### src/rtl/lcd_spi_pkg.sv
// Shared definitions for the LCD serial link: word size, receiver state
// encoding and D/C bit meaning (also used by the LCD init transmitter).
package lcd_spi_pkg;

    localparam int WORD_BITS_DEF = 9;

    typedef enum logic {
        ST_IDLE  = 1'b0,
        ST_SHIFT = 1'b1
    } rx_state_e;

    localparam logic DC_CMD  = 1'b0;
    localparam logic DC_DATA = 1'b1;

endpackage

### src/rtl/lcd_sync_edge.sv
// Multi-flop synchronizer for one asynchronous input, plus one extra flop
// so the synchronized level can be compared against its previous value.
module lcd_sync_edge #(
    parameter int   SYNC_STAGES = 2,
    parameter logic RST_VAL     = 1'b0
) (
    input  logic clk,
    input  logic rst_n,
    input  logic din,
    output logic lvl,
    output logic rise,
    output logic fall
);

    logic [SYNC_STAGES-1:0] sync_q, sync_d;
    logic                   prev_q, prev_d;

    always_comb begin
        sync_d = SYNC_STAGES'({sync_q, din});
        prev_d = sync_q[SYNC_STAGES-1];
    end

    always_ff @(posedge clk or negedge rst_n) begin
        if (!rst_n) begin
            sync_q <= {SYNC_STAGES{RST_VAL}};
            prev_q <= RST_VAL;
        end else begin
            sync_q <= sync_d;
            prev_q <= prev_d;
        end
    end

    assign lvl  = sync_q[SYNC_STAGES-1];
    assign rise = lvl & ~prev_q;
    assign fall = ~lvl & prev_q;

endmodule

### src/rtl/lcd_spi_rx.sv
// Receiver for the 3-wire LCD serial bus: D/C bit plus 8 data bits per word,
// oversampled in the sys_clk domain and handed out over a valid/ready port.
module lcd_spi_rx
    import lcd_spi_pkg::*;
#(
    parameter int WORD_BITS   = WORD_BITS_DEF,
    parameter int SYNC_STAGES = 2
) (
    input  logic        sys_clk,
    input  logic        sys_rst_n,
    input  logic        CS,
    input  logic        SCL,
    input  logic        SDA,
    input  logic        rx_ready,
    output logic        rx_valid,
    output logic        rx_dc,
    output logic [7:0]  rx_data,
    output logic        busy,
    output logic        frame_err,
    output logic        overrun,
    output logic [15:0] word_cnt
);

    localparam logic [3:0] LAST_BIT = 4'(WORD_BITS - 1);

    logic cs_lvl, cs_rise, cs_fall;
    logic scl_lvl, scl_rise, scl_fall;
    logic sda_lvl, sda_rise, sda_fall;

    lcd_sync_edge #(.SYNC_STAGES(SYNC_STAGES), .RST_VAL(1'b1)) u_sync_cs (
        .clk(sys_clk), .rst_n(sys_rst_n), .din(CS),
        .lvl(cs_lvl), .rise(cs_rise), .fall(cs_fall)
    );

    lcd_sync_edge #(.SYNC_STAGES(SYNC_STAGES), .RST_VAL(1'b1)) u_sync_scl (
        .clk(sys_clk), .rst_n(sys_rst_n), .din(SCL),
        .lvl(scl_lvl), .rise(scl_rise), .fall(scl_fall)
    );

    lcd_sync_edge #(.SYNC_STAGES(SYNC_STAGES), .RST_VAL(1'b0)) u_sync_sda (
        .clk(sys_clk), .rst_n(sys_rst_n), .din(SDA),
        .lvl(sda_lvl), .rise(sda_rise), .fall(sda_fall)
    );

    logic unused_edges;
    assign unused_edges = &{1'b0, cs_lvl, scl_lvl, scl_fall, sda_rise, sda_fall};

    rx_state_e            state_q, state_d;
    logic [3:0]           bit_cnt_q, bit_cnt_d;
    logic [WORD_BITS-1:0] shreg_q, shreg_d;
    logic                 done_q, done_d;
    logic                 rx_valid_q, rx_valid_d;
    logic                 rx_dc_q, rx_dc_d;
    logic [7:0]           rx_data_q, rx_data_d;
    logic                 frame_err_q, frame_err_d;
    logic                 overrun_q, overrun_d;
    logic [15:0]          word_cnt_q, word_cnt_d;

    always_comb begin
        state_d     = state_q;
        bit_cnt_d   = bit_cnt_q;
        shreg_d     = shreg_q;
        done_d      = 1'b0;
        rx_valid_d  = rx_valid_q;
        rx_dc_d     = rx_dc_q;
        rx_data_d   = rx_data_q;
        frame_err_d = 1'b0;
        overrun_d   = overrun_q;
        word_cnt_d  = word_cnt_q;

        if (rx_valid_q && rx_ready) begin
            rx_valid_d = 1'b0;
        end

        // A word completed last cycle: deliver it unless the old one is still unconsumed.
        if (done_q) begin
            if (rx_valid_q && !rx_ready) begin
                overrun_d = 1'b1;
            end else begin
                rx_valid_d = 1'b1;
                rx_dc_d    = shreg_q[WORD_BITS-1];
                rx_data_d  = shreg_q[7:0];
                word_cnt_d = word_cnt_q + 16'd1;
            end
        end

        case (state_q)
            ST_IDLE: begin
                if (cs_fall) begin
                    state_d   = ST_SHIFT;
                    bit_cnt_d = 4'd0;
                end
            end
            ST_SHIFT: begin
                // CS release wins over a simultaneous SCL edge.
                if (cs_rise) begin
                    state_d     = ST_IDLE;
                    frame_err_d = (bit_cnt_q != 4'd0);
                    bit_cnt_d   = 4'd0;
                    shreg_d     = '0;
                end else if (scl_rise) begin
                    shreg_d = {shreg_q[WORD_BITS-2:0], sda_lvl};
                    if (bit_cnt_q == LAST_BIT) begin
                        bit_cnt_d = 4'd0;
                        done_d    = 1'b1;
                    end else begin
                        bit_cnt_d = bit_cnt_q + 4'd1;
                    end
                end
            end
            default: state_d = ST_IDLE;
        endcase
    end

    always_ff @(posedge sys_clk or negedge sys_rst_n) begin
        if (!sys_rst_n) begin
            state_q     <= ST_IDLE;
            bit_cnt_q   <= 4'd0;
            shreg_q     <= '0;
            done_q      <= 1'b0;
            rx_valid_q  <= 1'b0;
            rx_dc_q     <= 1'b0;
            rx_data_q   <= 8'h00;
            frame_err_q <= 1'b0;
            overrun_q   <= 1'b0;
            word_cnt_q  <= 16'h0000;
        end else begin
            state_q     <= state_d;
            bit_cnt_q   <= bit_cnt_d;
            shreg_q     <= shreg_d;
            done_q      <= done_d;
            rx_valid_q  <= rx_valid_d;
            rx_dc_q     <= rx_dc_d;
            rx_data_q   <= rx_data_d;
            frame_err_q <= frame_err_d;
            overrun_q   <= overrun_d;
            word_cnt_q  <= word_cnt_d;
        end
    end

    assign rx_valid  = rx_valid_q;
    assign rx_dc     = rx_dc_q;
    assign rx_data   = rx_data_q;
    assign busy      = (state_q == ST_SHIFT);
    assign frame_err = frame_err_q;
    assign overrun   = overrun_q;
    assign word_cnt  = word_cnt_q;

endmodule

### config.mk
export PLATFORM = sky130hd
export DESIGN_NAME = lcd_spi_rx
export DESIGN_NICKNAME = d
export VERILOG_FILES = /design/src/rtl/lcd_spi_pkg.sv /design/src/rtl/lcd_sync_edge.sv /design/src/rtl/lcd_spi_rx.sv
export SDC_FILE = /design/constraint.sdc
export NUM_CORES = 1
export LEC_CHECK = 0
export CAP_MARGIN = 15
export CELL_PAD_IN_SITES_DETAIL_PLACEMENT = 1
export CELL_PAD_IN_SITES_GLOBAL_PLACEMENT = 1
export CORE_AREA = 2 2 112 60
export CTS_CLUSTER_DIAMETER = 80
export DETAILED_ROUTE_END_ITERATION = 10
export DIE_AREA = 0 0 114 62
export PLACE_DENSITY = 0.72
export SETUP_SLACK_MARGIN = 0.4
export SLEW_MARGIN = 20
export SYNTH_ARGS = -nofsm -noshare
export SYNTH_HDL_FRONTEND = slang
export SYNTH_HIERARCHICAL = 1
export SYNTH_SLANG_ARGS = --single-unit
### constraint.sdc
create_clock -name sys_clk -period 1.3 [get_ports sys_clk]
set_input_delay 0.26 -clock sys_clk [delete_from_list [all_inputs] [get_ports sys_clk]]
set_output_delay 0.26 -clock sys_clk [all_outputs]
set_load 0.02 [all_outputs]
## Word level (Yosys, flattened, before mapping)

Index checks and enable logic that the tools add are counted.

- Output and inout port bits: 29
- Bits in registers: 51

- Add/sub/neg operators: 2
- Reductions and logical operators: 9
- Equality and inequality tests: 3
- Muxes and demuxes: 19
- Bitwise gates (word level): 8

Operator list:

| kind | number |
|---|---|
| 9-bit 2-to-1 mux | 2 |
| 16-bit by 1-bit adder with 16-bit output (second input constant) | 1 |
| 4-bit 2-to-1 mux | 4 |
| 1-bit 2-to-1 mux | 11 |
| 4-bit case mux with 2 select lines | 1 |
| 2-bit AND reduction | 4 |
| 1-bit NOT | 5 |
| 4-bit by 1-bit adder with 4-bit output (second input constant) | 1 |
| 4-bit == test (second input constant) | 1 |
| 4-bit nonzero test | 1 |
| 1-bit AND | 3 |
| 3-bit inequality test (second input constant) | 1 |
| 1-bit logical AND | 2 |
| 2-bit inequality test (second input constant) | 1 |
| 1-bit case mux with 2 select lines | 1 |
| 2-bit nonzero test | 1 |
| 1-bit zero test | 1 |

## Longest topological paths before layout

- Depth after elaboration: 5
- Mapped depth: 5

## By module

Netlist, hierarchy kept.

Modules (own cells, without submodules):

| module | sequential area each (um^2) | area each (um^2) | cells an instance | instances |
|---|---|---|---|---|
| lcd_spi_rx | 1,076.0 | 1,886.8 | 173 | 1 |
| lcd_sync_edge at u_sync_cs ... | 78.8 | 93.8 | 5 | 2 |
| lcd_sync_edge at u_sync_sda | 75.1 | 90.1 | 5 | 1 |

## Worst setup path before layout

No wires, ideal clock.

- Path type: register -> register
- Start point: reg word_cnt_q[0] (netlist: word_cnt[0])
- End point: reg word_cnt_q[14] (netlist: word_cnt[14])
- Path slack: -0.248 ns
- Arrival: 1.419 ns
- Stages on the path, launching flop included: 6
- Period minus slack after synthesis: 1.548 ns
- Path through: dfrtp_1 > ha_1 > nand2_1 > nor4b_4 > nand4_1 > xnor2_1

- Word-level cells in the longest chain between the ends: 1

RTL lines:

| element | RTL line | text |
|---|---|---|
| start, declared | lcd_spi_rx.sv:57 | `logic [15:0] word_cnt_q, word_cnt_d;` |
| start signal, assigned | lcd_spi_rx.sv:137 | `word_cnt_q <= word_cnt_d;` |
| 16-bit by 1-bit adder with 16-bit output | lcd_spi_rx.sv:83 | `word_cnt_d = word_cnt_q + 16'd1;` |

No other way between the ends.
A chain may end at the register's enable or synchronous reset.

## Worst setup path in the final report

- Start point: reg rx_valid_q (netlist: rx_valid)
- End point: reg word_cnt_q[12] (netlist: word_cnt[12])

- Word-level cells in the longest chain between the ends: 3

RTL lines:

| element | RTL line | text |
|---|---|---|
| start, declared | lcd_spi_rx.sv:52 | `logic rx_valid_q, rx_valid_d;` |
| start signal, assigned | lcd_spi_rx.sv:132 | `rx_valid_q <= rx_valid_d;` |
| 1-bit logical AND | lcd_spi_rx.sv:77 | `if (rx_valid_q && !rx_ready) begin` |
| 1-bit NOT (no source line) | -- |  |
| 2-bit AND reduction (no source line) | -- |  |

No other way between the ends.

==> metrics.yaml <==
setup_slack_ns: -0.184
end_kind: "flip-flop"
yosysWarnings: 6
power.switching_w: 0.00128
coreArea_um2: 6250
synth_area_um2: 2120
die_width_um: 114
drc: 0
root_buffer: "clkbuf_16"
worst_path_max_delay_cell: "dfrtp_2"
ctsLongestPathBuffers: 2
worstPathArrival_ns: 1.66
crit_path_max_incr_delay_ns: 0.42
path_clk_slew_ns: 0.07
drv_slew: 0
pwr-share-seq_pct: 43.7
setup_viol: 20
drv_cap: 0
cts_inserted_buffers: 5
drive_gt1_share_pct: 59.8
dp.cells: 326
critPathRequiredTime_ns: 1.48
rows: 21
period_share_pct: 114
grt_antenna_before_repair: 0
track_usage_pct: 19.2
vdd_drop_max_v: 0.000866
clk_latency_ns: 0.29
cts_tree: "built"
start_kind: "flip-flop"
final_util_pct: 59.9
powerDensity_nw_per_um2: 1170
max_freq_mhz: 674
die-height_um: 62
grt_start_max_net_pins: 28
crit_fanout: 4
via_per_inst: 4.85
power.total_w: 0.00439
drt_iter0_drc: 57
dieArea_um2: 7070
finClkSkew_ns: 0.00783
syn_inst: 184
fin_nets: 299
synth_nets: 193
period_needed_ns: 1.48
dpl.hpwl_um: 4010
ioPinCount: 35
pre_cts_ws_ns: -0.520
rsz0062_at_grt: "true"
fillers: 630
port_buffers: 34
initial_utilization_pct: 33.8
worstMarginPinSlew_ns: 0.317
path_class: "reg -> reg"
violations: "negative setup slack"
cts.sinks: 51
grt_pass1_wl_um: 9830
p_clk_share_pct: 32.3
combPwrFrac_pct: 24.0
ant_nets: 0
syn_avg_cell_area_um2: 11.5
outcome: "finished, violations left"
gr-total-overflow: 0
wl_per_cell_um: 17.7
antennaDiodeCount: 0
first_global_vias: 1839
max-slew-margin-rel_pct: 78.9
p_leak_nw: 1.85
hold_viol_final: 0
first_pass_iters: 4
crit_chain: "and2b_4 > nor4b_4 > buf_4 > nand4_1 > xnor2_1"
swShare_pct: 29.2
routed_wl_um: 6550
num_vias: 1799
p_int_w: 0.00311
area_delta_synth_final_pct: 76.9
gp_congestion: 0.714
post_layout_nonfiller_instances: 371
htree_levels: 2
hold_class: "reg -> reg"
## placed cells by master, fill, tap and decap left out, types with 3 or more instances in the layout
| cell type | n |
|---|---|
| a2bb2oi_2 | 9 |
| and2_4 | 3 |
| buf_4 | 41 |
| buf_6 | 49 |
| clkbuf_16 | 7 |
| clkdlybuf4s50_1 | 3 |
| dfrtp_1 | 37 |
| dfrtp_2 | 8 |
| dfstp_2 | 6 |
| inv_1 | 11 |
| nand2_1 | 14 |
| nand2_2 | 4 |
| nand2_4 | 5 |
| nand3_2 | 3 |
| nand4_1 | 7 |
| o21ai_1 | 10 |
| o21ai_2 | 5 |
| o22ai_1 | 6 |
| o22ai_2 | 3 |
| xnor2_1 | 8 |
| xnor2_2 | 4 |
| xor2_1 | 3 |
## timing repair
item,CTS,global route
gates cloned,3,2
endpoints found under the setup margin,71,75
pin swaps,18,12
setup buffers,18,13
endpoints found under the hold margin,45,0
gates resized for setup,203,34
hold buffers,1,0
## stage by stage
step	TNS, ns	hold slack [ns]	instance area, um^2
6_report	-1.30	0.352	3740
5_1_grt	-2.67	0.360	3740
4_1_cts	-1.12	0.358	3460
3_5_place_dp	-7.45	0.283	2940
3_3_place_gp	-5.84	0.276	2940
2_1_floorplan	-0.682	-0.0356	2310
## final cells by class
cell class	count	area, um^2	share of cell area [%]
flip-flops and latches	51	1290	34.6
repair buffers	104	1070	28.7
multi-input cells	115	1070	28.6
clock buffers	8	156	4.18
well taps	80	100	2.67
inverters	13	48.8	1.30
## power by group through the flow
stage | registers, W | clock network [W] | logic (W)
after global placement | 0.00193 | 0 | 0.000833
after global routing | 0.00195 | 0.00151 | 0.00115
final | 0.00192 | 0.00142 | 0.00105
after floorplan | 0.00193 | 0 | 0.000622
after CTS | 0.00192 | 0.00143 | 0.000957
after detailed placement | 0.00194 | 0 | 0.000882
## metal layers
layer | up-vias | share of wire [%] | GRT usage, %
li1 | 852 | - | -
met1 | 912 | 48 | 26.3
met2 | 27 | 47 | 29.8
met3 | 8 | 3.0 | 4.56
met4 | 0 | 1.7 | 8.01
met5 | - | 0 | 0
## worst paths after layout
path                                 startpoint              endpoint  slack, ns  depth (start not counted)
setup / recovery                       rx_valid          word_cnt[12]      -0.18                          5
hold / removal             u_sync_scl/sync_q[0]  u_sync_scl/sync_q[1]       0.35                          0
setup reg to reg                       rx_valid          word_cnt[12]      -0.18                          5
hold reg to reg            u_sync_scl/sync_q[0]  u_sync_scl/sync_q[1]       0.35                          0
max in group asynchronous             sys_rst_n      u_sync_cs/prev_q       0.49                          3
min in group asynchronous             sys_rst_n           word_cnt[4]       0.47                          3
## flip-flops by register name, summed over array words and instances, names as in the netlist
| register | cells |
|---|---|
| u_sync_scl/sync_q | 2 |
| u_sync_cs/sync_q | 2 |
| done_q | 1 |
| rx_data | 8 |
| frame_err | 1 |
| u_sync_sda/sync_q | 2 |
| busy | 1 |
| u_sync_scl/prev_q | 1 |
| rx_dc | 1 |
| u_sync_cs/prev_q | 1 |
| word_cnt | 16 |
| overrun | 1 |
| shreg_q | 9 |
| rx_valid | 1 |
| bit_cnt_q | 4 |
## worst max-delay path, delay by kind of cell, from the launching register on
kind	cells	cell delay [ns]
AND/OR/NAND/NOR	3	0.60
flip-flops	1	0.42
XOR/XNOR	1	0.15
buffers and inverters	1	0.19
Power figures use the tool's default switching activity.
